===== src/rtl/dmem_arbiter.sv =====
// Round-robin arbiter sharing one fixed-latency data memory between two masters.
// Optional macro DMEM_ARB_PERF_EN adds grant and contention counters.
module dmem_arbiter #(
    parameter int MEM_LATENCY = 1,
    parameter int DATA_W      = 64
) (
    input  logic              clk,
    input  logic              rst,
    input  logic              m0_req,
    input  logic [DATA_W-1:0] m0_addr,
    input  logic [DATA_W-1:0] m0_wdata,
    input  logic [10:0]       m0_ctrl,
    output logic              m0_ready,
    output logic [DATA_W-1:0] m0_rdata,
    input  logic              m1_req,
    input  logic [DATA_W-1:0] m1_addr,
    input  logic [DATA_W-1:0] m1_wdata,
    input  logic [10:0]       m1_ctrl,
    output logic              m1_ready,
    output logic [DATA_W-1:0] m1_rdata,
    output logic [DATA_W-1:0] mem_addr,
    output logic [DATA_W-1:0] mem_wdata,
    output logic [10:0]       mem_ctrl,
    input  logic [DATA_W-1:0] mem_rdata,
    output logic              busy,
    output logic              owner
`ifdef DMEM_ARB_PERF_EN
    ,
    output logic [63:0]       m0_grants,
    output logic [63:0]       m1_grants,
    output logic [63:0]       contention_cycles
`endif
);

    localparam int LAT = (MEM_LATENCY < 1) ? 1 : MEM_LATENCY;
    localparam int CW  = (LAT > 1) ? $clog2(LAT) : 1;

    typedef enum logic [1:0] {IDLE, ACCESS, RESP} state_t;

    state_t            state;
    logic              last_grant;
    logic              lat_write;
    logic [CW-1:0]     counter;
    logic              any_req;
    logic              grant_sel;
    logic [DATA_W-1:0] sel_addr;
    logic [DATA_W-1:0] sel_wdata;
    logic [10:0]       sel_ctrl;
    logic              unused_regwrite;

    // A tie goes to whichever master did not win the previous grant.
    always_comb begin
        any_req   = m0_req | m1_req;
        grant_sel = (m0_req && m1_req) ? ~last_grant : m1_req;
        sel_addr  = grant_sel ? m1_addr  : m0_addr;
        sel_wdata = grant_sel ? m1_wdata : m0_wdata;
        sel_ctrl  = grant_sel ? m1_ctrl  : m0_ctrl;
    end

    assign unused_regwrite = m0_ctrl[0] ^ m1_ctrl[0];

    // mem_addr/mem_wdata double as the latched copy of the granted request.
    always_ff @(posedge clk) begin
        if (rst) begin
            state      <= IDLE;
            last_grant <= 1'b1;
            owner      <= 1'b0;
            counter    <= '0;
            lat_write  <= 1'b0;
            mem_addr   <= '0;
            mem_wdata  <= '0;
            mem_ctrl   <= '0;
            m0_ready   <= 1'b0;
            m1_ready   <= 1'b0;
            m0_rdata   <= '0;
            m1_rdata   <= '0;
            busy       <= 1'b0;
        end else begin
            case (state)
                IDLE: begin
                    if (any_req) begin
                        owner      <= grant_sel;
                        last_grant <= grant_sel;
                        counter    <= CW'(LAT - 1);
                        lat_write  <= sel_ctrl[2];
                        mem_addr   <= sel_addr;
                        mem_wdata  <= sel_wdata;
                        mem_ctrl   <= {sel_ctrl[10:3], (LAT == 1) ? sel_ctrl[2] : 1'b0,
                                       sel_ctrl[1], 1'b0};
                        busy       <= 1'b1;
                        state      <= ACCESS;
                    end
                end
                ACCESS: begin
                    if (counter == '0) begin
                        if (owner) m1_rdata <= mem_rdata;
                        else       m0_rdata <= mem_rdata;
                        m0_ready  <= ~owner;
                        m1_ready  <= owner;
                        mem_addr  <= '0;
                        mem_wdata <= '0;
                        mem_ctrl  <= '0;
                        state     <= RESP;
                    end else begin
                        // The write strobe is raised only for the final access cycle.
                        if (counter == CW'(1)) mem_ctrl[2] <= lat_write;
                        counter <= counter - 1'b1;
                    end
                end
                RESP: begin
                    m0_ready <= 1'b0;
                    m1_ready <= 1'b0;
                    busy     <= 1'b0;
                    state    <= IDLE;
                end
                default: state <= IDLE;
            endcase
        end
    end

`ifdef DMEM_ARB_PERF_EN
    logic contend;

    // Count a cycle once when any master is left waiting, either behind an
    // in-flight transaction or by losing a tie.
    always_comb begin
        if (state != IDLE) contend = (m0_req && owner) || (m1_req && !owner);
        else               contend = m0_req && m1_req;
    end

    always_ff @(posedge clk) begin
        if (rst) begin
            m0_grants         <= '0;
            m1_grants         <= '0;
            contention_cycles <= '0;
        end else begin
            if (state == IDLE && any_req) begin
                if (grant_sel) m1_grants <= m1_grants + 64'd1;
                else           m0_grants <= m0_grants + 64'd1;
            end
            if (contend) contention_cycles <= contention_cycles + 64'd1;
        end
    end
`endif

endmodule


===== config.mk =====
export PLATFORM = sky130hd
export DESIGN_NAME = dmem_arbiter
export DESIGN_NICKNAME = d
export VERILOG_FILES = /design/src/rtl/dmem_arbiter.sv
export SDC_FILE = /design/constraint.sdc
export NUM_CORES = 1
export LEC_CHECK = 0
export BUFFER_PORTS_ARGS = -buffer_cell sky130_fd_sc_hd__buf_2
export CAP_MARGIN = 20
export CORE_AREA = 2 2 241 243
export DETAILED_ROUTE_END_ITERATION = 8
export DIE_AREA = 0 0 243 245
export PLACE_DENSITY_LB_ADDON = 0.08
export SLEW_MARGIN = 0
export SYNTH_ARGS = -nofsm -noshare
export SYNTH_HDL_FRONTEND = slang
export SYNTH_SLANG_ARGS = --single-unit

===== constraint.sdc =====
create_clock -name clk -period 5.8 [get_ports clk]
set_clock_uncertainty 0.05 [all_clocks]
set_input_delay 0.29 -clock clk [delete_from_list [all_inputs] [get_ports clk]]
set_output_delay 0.29 -clock clk [all_outputs]
set_load 0.1 [all_outputs]

Yosys cells after proc, flatten, opt, wreduce, memory -nomap -nowiden
Index checks and enable logic that the tools add are counted.
W data, S select, Z words.
{"block": "classes", "n_addsub": 1, "n_mul": 0, "div_mod_pow": 0, "n_lt_le_gt_ge": 0, "n_eq_ne": 4, "n_shift": 0, "muxes": 26, "bitwise_logic": 4, "reduce_logical": 13}
{"cell": "$mux W64", "count": 5}
{"cell": "$pmux W64 S2", "count": 2}
{"cell": "$mux W11", "count": 2}
{"cell": "$pmux W11 S2", "count": 1}
{"cell": "$reduce_and A2 Y1", "count": 5}
{"cell": "$reduce_and A3 Y1", "count": 3}
{"cell": "$mux W8", "count": 1}
{"cell": "$pmux W1 S2", "count": 4}
{"cell": "$mux W1", "count": 7}
{"cell": "$mux W2", "count": 3}
{"cell": "$reduce_bool A2 Y1", "count": 3}
{"cell": "$ne A2 B2 Y1 const B", "count": 2}
{"cell": "$pmux W2 S2", "count": 1}
{"cell": "$not A1 Y1", "count": 3}
{"cell": "$eq A2 B1 Y1 const B", "count": 1}
{"cell": "$eq A2 B2 Y1 const B", "count": 1}
{"cell": "$logic_not A2 Y1", "count": 1}
{"cell": "$logic_and A1 B1 Y1", "count": 1}
{"cell": "$or A1 B1 Y1", "count": 1}
{"cell": "$sub A1 B1 Y1 const B", "count": 1}
{"block": "word_totals", "register_bits": 276, "latch_bits": 0, "mem_bits_rw": 0, "rom_bits": 0, "inputBits": 346, "out_inout_bits": 271, "word_cells": 62, "memories": 0}

Depth between registers and ports, before layout
Gate-level depths: netlist of run 1.
{"block": "logic_depth", "ltp_word": 5, "ltp_mapped": 8}

Least setup slack after synthesis of run 1
Ideal clock, no wire load.
{"block": "synth_path", "path_kind": "register -> register", "startpoint": "register owner", "endpoint": "register m0_rdata[10]", "setup_ns": 0.071, "t_arrival_ns": 1.980, "required_ns": 5.679, "setup_slack_ns": 3.699, "path_stages_with_launch": 6, "period_less_slack_ns": 2.101, "cell_sequence": "dfxtp_1 > nand2b_1 > clkbuf_1 > clkbuf_1 > nand2_1 > a21oi_1"}
{"block": "synth_via", "elab_chain_len": 2}
{"item": "start: declaration", "line_no": "26", "rtl": "output logic owner"}
{"item": "start signal: assignment", "line_no": "82", "rtl": "owner <= grant_sel;"}
{"item": "$not A1 Y1 (no source line)"}
{"item": "$reduce_and A3 Y1 (no source line)"}
{"item": "end signal: assignment", "line_no": "97", "rtl": "else m0_rdata <= mem_rdata;"}
{"item": "end: declaration", "line_no": "14", "rtl": "output logic [DATA_W-1:0] m0_rdata,"}
Every way passes these cells.
A chain may end at the register's enable or synchronous reset.

Final worst setup path of run 1
{"block": "layout_path", "startpoint": "input m1_req", "endpoint": "register mem_addr[31]"}
{"block": "layout_via", "elab_chain_len": 5}
{"item": "start: declaration", "line_no": "15", "rtl": "input logic m1_req,"}
{"item": "$logic_and A1 B1 Y1", "line_no": "54", "rtl": "grant_sel = (m0_req && m1_req) ? ~last_grant : m1_req;"}
{"item": "$mux W1", "line_no": "54"}
{"item": "$mux W64", "line_no": "55", "rtl": "sel_addr = grant_sel ? m1_addr : m0_addr;"}
{"item": "$mux W64", "line_no": "81", "rtl": "if (any_req) begin"}
{"item": "$pmux W64 S2", "line_no": "79", "rtl": "case (state)"}
{"item": "end signal: assignment", "line_no": "86", "rtl": "mem_addr <= sel_addr;"}
{"item": "end: declaration", "line_no": "21", "rtl": "output logic [DATA_W-1:0] mem_addr,"}
Several ways; a longest one is shown, not always the timed one. The select of a mux whose other input is x is not followed.

==> results.cfg, run 1 <==
[setup_path]
crit_path_start_kind = input port
cp_cell_sequence = dlygate4sd3_1, buf_2, a21boi_4, buf_12, mux2i_1, dlygate4sd3_1, o2bb2ai_2
cp_slowest_stage_delay_ns = 0.61
crit_top_cell = dlygate4sd3_1
cp_slowest_cell = dlygate4sd3_1
cp.required_ns = 6.14
cp.arrival_ns = 3.29
critPathCaptureType = register
crit_buf_inv = 4
crit_family = buffers and inverters
cp_max_fo = 114
worstSetupPathType = input port to register

[clock_tree]
htree_num_levels = 2
clock_latency_ns = 0.55
cts_setup_buffers = 0
clock-sinks = 273
holdBufCountCts = 288
clockRootBuffer = clkbuf_16
clock_path_buffers = 3
clk_pin_slew_ns = 0.06
cts_tree = done
cts_inserted_buffers = 37
cts_resized = 0

[timing]
setup_viol = 0
fin_hold_ws_ns = 0.0274
fin_crit_sh_pct = 50.9
fmax_mhz = 339
rsz0062_at_grt = no
slew_headroom_pct = 27.2
drv_slew = 0
hold_viol = 0
finalCriticalPeriod_ns = 2.95
fin_tns_setup_ns = 0
worst_slew_pin_slew_ns = 1.09
layout_setup_ws_ns = 2.85

[route]
viasPerCell = 4.08
drc = 0
drt_iter0_drc = 329
drt-total-wl_um = 46800
ant_nets = 0
drt-wirelength-per-cell_um = 17.3
first_pass_iters = 4
vias = 11100

[synthesis]
ys_async_sr_fraction_pct = 0
ys_warn_count = 0
ys.flop_type = dfxtp_1
syn_nets = 1410
avgSynthCellArea_um2 = 10.5
synthDistinctLibCells = 29
syn_area_mm2 = 0.0111
ys_ff_latch = 273
synthCells = 1060
synth_edf_count = 0
ys_seq_area_share_pct = 49.2

[die]
fp.coreArea_mm2 = 0.0570
die_w_um = 243
num_rows = 88
die_h_um = 245
die_area_mm2 = 0.0595
start_util_pct = 19.5
io_pins = 617

[power_and_ir_drop]
leakage_nw = 8.37
sw_frac_of_total_pct = 40.9
power.switching_w = 0.00272
ir_drop_mv = 0.176
p_per_area_mw_per_mm2 = 354
comb_power_share_pct = 34.6
p_int_w = 0.00393
p_clk_share_pct = 33.2
seqPwrFrac_pct = 32.2
power_w = 0.00665

[placement]
dp_hpwl_um = 32900
gp_congestion = 0.826
portBuffers = 613
post-place-ws_ns = 3.12

[global_route]
grt_pass1_wl_um = 69100
grt_max_degree = 127
grt_usage_pct = 14.9
grt_pass1_vias = 11300
antenna_found_initial = 2
grt_overflow_total = 0

[finish]
fin_nets = 2270
final_cell_mix = buf_2, dlygate4sd3_1, dfxtp_1, nand2_1, mux2i_1
drive_gt1_share_pct = 40.4
register_area_mm2 = 0.00547
final_common_cell = buf_2
synthToLayoutAreaGrowth_pct = 68.8
multi_input_area_mm2 = 0.00509
fillerInstances = 6072

[job]
maxCapViolations = 0

[run_status]
outcome = complete, no violations

[min_path]
min-delay-path-class = input port to register
==> power by group through the flow <==
stage	sequential, W	clock, W	combinational, W
2_1_floorplan	0.00335	0	0.000511
3_3_place_gp	0.00218	0	0.00213
3_5_place_dp	0.00218	0	0.00213
4_1_cts	0.00214	0.00232	0.00232
5_1_grt	0.00216	0.00240	0.00240
6_report	0.00214	0.00221	0.00230
==> state kept, by name, indices dropped and copies added (netlist names) <==
name and count:
m0_rdata 64, m1_rdata 64, mem_addr 64, m1_ready 1, last_grant 1, busy 1, m0_ready 1, mem_wdata 64
owner 1, mem_ctrl 10, state 2
==> per-layer routing <==
layer	global-route usage, %	part of all wire (%)	vias up
met2	25.3	48	379
met5	0	0	-
met1	16.5	39	5144
li1	-	-	5459
met3	6.22	9.5	82
met4	5.94	3.3	0
==> kinds of logic (layout without fill, tap and decap cells) <==
group,count (synthesis),after routing,synth area share (%)
other,1,3,0.0337
muxes,141,141,12.7
DFF,273,273,49.2
AOI/OAI and AO/OA,274,274,22.9
and+or+nand+nor,275,275,9.50
adders and majority gates,4,4,0.450
buffers and inverters,92,977,5.27
==> layout make-up <==
| type | instances | share of cell area [%] |
|---|---|---|
| Timing Repair Buffer | 910 | 32.3 |
| Sequential cell | 273 | 29.1 |
| Multi-Input combinational cell | 695 | 27.1 |
| Clock buffer | 54 | 5.70 |
| Tap cell | 765 | 5.10 |
| Clock inverter | 10 | 0.573 |
| Inverter | 3 | 0.0600 |
| Antenna cell | 2 | 0.0267 |
==> cell usage after synthesis (all sizes together), types with 3 or more instances <==
master | count | share of area, %
clkbuf | 41 | 1.4
nor2 | 6 | 0.20
inv | 3 | 0.10
ha | 4 | 0.45
a21oi | 131 | 6.0
o2bb2ai | 138 | 16
nand2b | 3 | 0.17
dfxtp | 273 | 49
mux2i | 141 | 13
buf | 48 | 3.8
nand2 | 260 | 8.8
==> worst register-to-register path, stage by stage (launching register included) <==
cell	delay [ns]
dfxtp_1	0.36
a21boi_4	0.46
buf_12	0.48
mux2i_1	0.68
dlygate4sd3_1	0.61
o2bb2ai_2	0.05
==> final timing paths <==
path | from | to | slack [ns] | cells after the start
min reg2reg | m1_rdata[22] | m1_rdata[22] | 0.40 | 2
min | m1_addr[55] | mem_addr[55] | 0.03 | 3
max reg2reg | last_grant | mem_addr[31] | 2.95 | 5
max | m1_req | mem_addr[31] | 2.85 | 7
==> metrics by stage <==
stage	instance area [um^2]	utilization (%)	cells
after detailed placement	14700	25.8	2358
after global routing	18800	32.9	2712
after floorplan	11100	-	1060
after CTS	18800	32.9	2710
final	18800	32.9	2712
after global placement	14700	25.8	2358
(Power assumes the default switching activity.)
==> run 2, diff against run 1 <==
clock period = 2.7 ns   (was 5.8 ns; I/O delays follow)
==> run 2 against run 1 <==
Clock power up 120%. Register-to-register slack worse by 2.7 ns. Critical path type is now register to register. Combinational power up 120%.
==> results.cfg, run 2 (synthesized netlist as in run 1, its figures left out) <==
[run_status]
outcome = complete, no violations

[finish]
fin_nets = 2345
final_cell_mix = buf_2, dlygate4sd3_1, dfxtp_1, nand2_1, mux2i_1
drive_gt1_share_pct = 39.9
fillerInstances = 5980
synthToLayoutAreaGrowth_pct = 76.3
final_common_cell = buf_2

[job]
maxCapViolations = 0

[die]
io_pins = 617
fp.coreArea_mm2 = 0.0570
num_rows = 88
start_util_pct = 19.5
die_h_um = 245
die_w_um = 243
die_area_mm2 = 0.0595

[min_path]
worstHoldStart = rst
whs_path_depth = 3
whs_endpoint = state[1]
min-delay-path-class = input port to register

[setup_path]
worstSetupPathType = register to register
ff2ff_setup_slack_ns = 0.25
critPathCaptureType = register
cp_max_fo = 71
crit_path_start_kind = register
cp_slowest_cell = dlygate4sd3_1
r2r-end = mem_wdata[15]
cp_cell_sequence = a21boi_4, buf_12, buf_4, mux2i_1, dlygate4sd3_1, o2bb2ai_2
cp.required_ns = 3.06
reg2reg_depth = 6
cp.arrival_ns = 2.81
cp_slowest_stage_delay_ns = 0.60
r2r-start = last_grant

[route]
drc = 0
ant_nets = 0
drt-wirelength-per-cell_um = 17.1
drt-total-wl_um = 47800
first_pass_iters = 4
drt_iter0_drc = 331
vias = 11300
viasPerCell = 4.04

[global_route]
grt_pass1_vias = 11500
grt_pass1_wl_um = 70900
antenna_found_initial = 3
grt_usage_pct = 15.3
grt_max_degree = 137
grt_overflow_total = 0

[timing]
fin_tns_setup_ns = 0
fin_hold_ws_ns = 0.0645
hold_viol = 0
fmax_mhz = 408
fin_crit_sh_pct = 90.8
finalCriticalPeriod_ns = 2.45
drv_slew = 0
rsz0062_at_grt = no
worst_slew_pin_slew_ns = 0.807
layout_setup_ws_ns = 0.249
setup_viol = 0
slew_headroom_pct = 46.2

[clock_tree]
clock_path_buffers = 3
cts_tree = done
clock_latency_ns = 0.54
clockRootBuffer = clkbuf_16
cts_resized = 0
htree_num_levels = 2
holdBufCountCts = 343
cts_setup_buffers = 0
cts_inserted_buffers = 37
clk_pin_slew_ns = 0.06
clock-sinks = 273

[placement]
post-place-ws_ns = 0.447
gp_congestion = 0.839
portBuffers = 613
dp_hpwl_um = 33800

[power_and_ir_drop]
p_per_area_mw_per_mm2 = 747
leakage_nw = 8.75
ir_drop_mv = 0.435
-- run 2: worst max-delay path by stage --
| stage | to | startpoint | depth (start not counted) | slack, ns |
|---|---|---|---|---|
| 6_report | mem_wdata[15] | last_grant | 6 | 0.25 |
| 5_1_grt | mem_wdata[15] | last_grant | 6 | 0.21 |
| 4_1_cts | mem_ctrl[7] | last_grant | 6 | 0.31 |
| 3_5_place_dp | mem_addr[22] | state[0] | 7 | 0.45 |
| 3_3_place_gp | mem_addr[15] | state[0] | 7 | 0.46 |
| 2_1_floorplan | m0_rdata[10] | owner | 5 | 0.60 |
-- run 2: final cells by class --
cell class              instances  area (um^2)  area share (%)
repair buffers                985         6850            34.9
flip-flops and latches        273         5470            27.9
multi-input cells             695         5090            26.0
clock buffers                  55         1110            5.64
well taps                     765          957            4.88
clock inverters                10          115           0.587
inverters                       3         11.3          0.0575
diodes                          2         5.00          0.0255
-- run 2: where the power goes --
group | switching (W) | leakage (nW) | total [W] | internal (W)
clock network | 0.00190 | 0.603 | 0.00493 | 0.00303
logic | 0.00378 | 5.92 | 0.00512 | 0.00133
registers | 0.000207 | 2.23 | 0.00460 | 0.00439
-- run 2: stage by stage --
step	instance area, um^2	utilization [%]	power (W)	instances
finish	19600	34.4	0.0146	2788
global route	19600	34.4	0.0153	2787
CTS	19600	34.4	0.0149	2786
detailed placement	14900	26.2	0.00935	2378
global placement	14900	26.2	0.00934	2378
floorplan	11100	-	0.00830	1060
-- run 2: metal layers --
metal	routed length, um	vias up	global-route usage, %
met5	0	-	0
met2	23000	367	26.1
met4	1350	0	5.18
met1	19100	5226	17.4
li1	-	5607	-
met3	4320	72	5.93
-- run 2: worst max-delay path, delay by kind of cell (launching register included) --
family	cells	cell delay (ns)
muxes	1	0.23
DFF	1	0.35
buffers and inverters	3	1.23
AOI/OAI and AO/OA	2	0.21
==> run 3, diff against run 2 <==
BUFFER_PORTS_ARGS = unset   (was -buffer_cell sky130_fd_sc_hd__buf_2)
DONT_BUFFER_PORTS = 1   (was unset)
==> run 3 against run 2 <==
Sequential power increased by 8.5%. Combinational power shrank 9.8%. Power fell by 1.3%. Die area stayed put. Critical path depth down 1. Wire length decreased by 5.7%. Critical path type unchanged. Largest power group is now sequential cells.
==> results.cfg, run 3 (synthesized netlist as in run 1, its figures left out) <==
[die]
die_area_mm2 = 0.0595
io_pins = 617
start_util_pct = 19.5
fp.coreArea_mm2 = 0.0570
die_w_um = 243
die_h_um = 245
num_rows = 88

[power_and_ir_drop]
p_clk_share_pct = 33.5
p_per_area_mw_per_mm2 = 792
power.switching_w = 0.00576
p_int_w = 0.00869
comb_power_share_pct = 32.0
leakage_nw = 7.19
sw_frac_of_total_pct = 39.9
ir_drop_mv = 0.410
seqPwrFrac_pct = 34.5

[placement]
portBuffers = 0
dp_hpwl_um = 30800
post-place-ws_ns = 0.508
gp_congestion = 0.754

[clock_tree]
htree_num_levels = 2
cts_resized = 0
cts_inserted_buffers = 37
cts_tree = done
clock-sinks = 273
clk_pin_slew_ns = 0.06
clock_path_buffers = 3
clock_latency_ns = 0.53
clockRootBuffer = clkbuf_16
cts_setup_buffers = 0

[timing]
fin_tns_setup_ns = 0
finalCriticalPeriod_ns = 2.70
layout_setup_ws_ns = 0.00439
worst_slew_pin_slew_ns = 1.30
rsz0062_at_grt = no
slew_headroom_pct = 13.4
setup_viol = 0
fmax_mhz = 371
fin_crit_sh_pct = 99.8
hold_viol = 0
fin_hold_ws_ns = 0.0311
drv_slew = 0

[setup_path]
cp_cell_sequence = a21boi_4, buf_12, mux2i_1, dlygate4sd3_1, o2bb2ai_2
cp_max_fo = 138
critPathCaptureType = register
worstSetupPathType = register to register
cp_slowest_cell = dlygate4sd3_1
crit_family = buffers and inverters
cp_slowest_stage_delay_ns = 0.66
crit_path_start_kind = register
cp.arrival_ns = 3.06
crit_buf_inv = 2
cp.required_ns = 3.06

[route]
top_layer_used = met4
drt-wirelength-per-cell_um = 18.7
viasPerCell = 4.10
drc = 0
m1WireLength_um = 16900
vias = 9867
dr_wl_met3_um = 4820
route.met2.wl_um = 22200
drt-total-wl_um = 45000
drt_iter0_drc = 314
first_pass_iters = 4
ant_nets = 0

[finish]
synthToLayoutAreaGrowth_pct = 64.2
drive_gt1_share_pct = 25.6
fin_nets = 1964
final_common_cell = dlygate4sd3_1
post-route-util_pct = 32.0
final_cell_mix = dlygate4sd3_1, dfxtp_1, nand2_1, buf_4, mux2i_1

[global_route]
grt_max_degree = 139
antenna_found_initial = 2
grt_pass1_vias = 10000
grt_pass1_wl_um = 65600
grt_usage_pct = 14.3
grt_overflow_total = 0

[run_status]
outcome = complete, no violations

[job]
maxCapViolations = 0

[min_path]
min-delay-path-class = input port to register
## run 3: cell count changes in the layout (fill, tap and decap cells not counted), sizes merged
cell	delta
clkinv	-1
clkbuf	+1
dlygate4sd3	+2
buf	-383
inv	-2
## run 3: area by class of cell
class                      count  area, um^2
tap                          765         957
sequential                   273        5470
multi-input combinational    695        5090
clock buffer                  56        1100
antenna                        2        5.00
inverter                       3        11.3
timing repair buffer         604        5530
fill                        5961       38800
clock inverter                 7        92.6
## run 3: power by group through the flow
stage          combinational [W]  clock [W]  sequential [W]
4_1_cts                  0.00466    0.00508         0.00499
3_3_place_gp             0.00408          0         0.00507
5_1_grt                  0.00483    0.00520         0.00502
3_5_place_dp             0.00409          0         0.00507
6_report                 0.00462    0.00485         0.00499
2_1_floorplan            0.00110          0         0.00721
## run 3: path summary, 6_finish.rpt
| check | from | endpoint | slack (ns) | depth (start not counted) |
|---|---|---|---|---|
| max | last_grant | mem_wdata[58] | 0.004 | 5 |
| min | rst | m0_rdata[22] | 0.03 | 2 |
| max reg2reg | last_grant | mem_wdata[58] | 0.004 | 5 |
| min reg2reg | m0_rdata[55] | m0_rdata[55] | 0.41 | 2 |
## run 3: repair_timing
item / in CTS / in global routing
hold buffers: 346 / 0
setup endpoints to repair: 0 / 0
endpoints found under the hold margin: 273 / 0
## run 3: metrics by stage
stage	power, W	std cells	instance area, um^2
after floorplan	0.00830	1060	11100
after global placement	0.00915	1994	13600
after detailed placement	0.00916	1994	13600
after CTS	0.0147	2403	18200
after global routing	0.0151	2405	18300
final	0.0145	2405	18300
## run 3: routing by layer
layer | GRT usage, % | vias to the layer above
met5 | 0 | -
met4 | 4.71 | 0
met3 | 6.75 | 65
met2 | 24.7 | 366
met1 | 15.4 | 4590
li1 | - | 4846
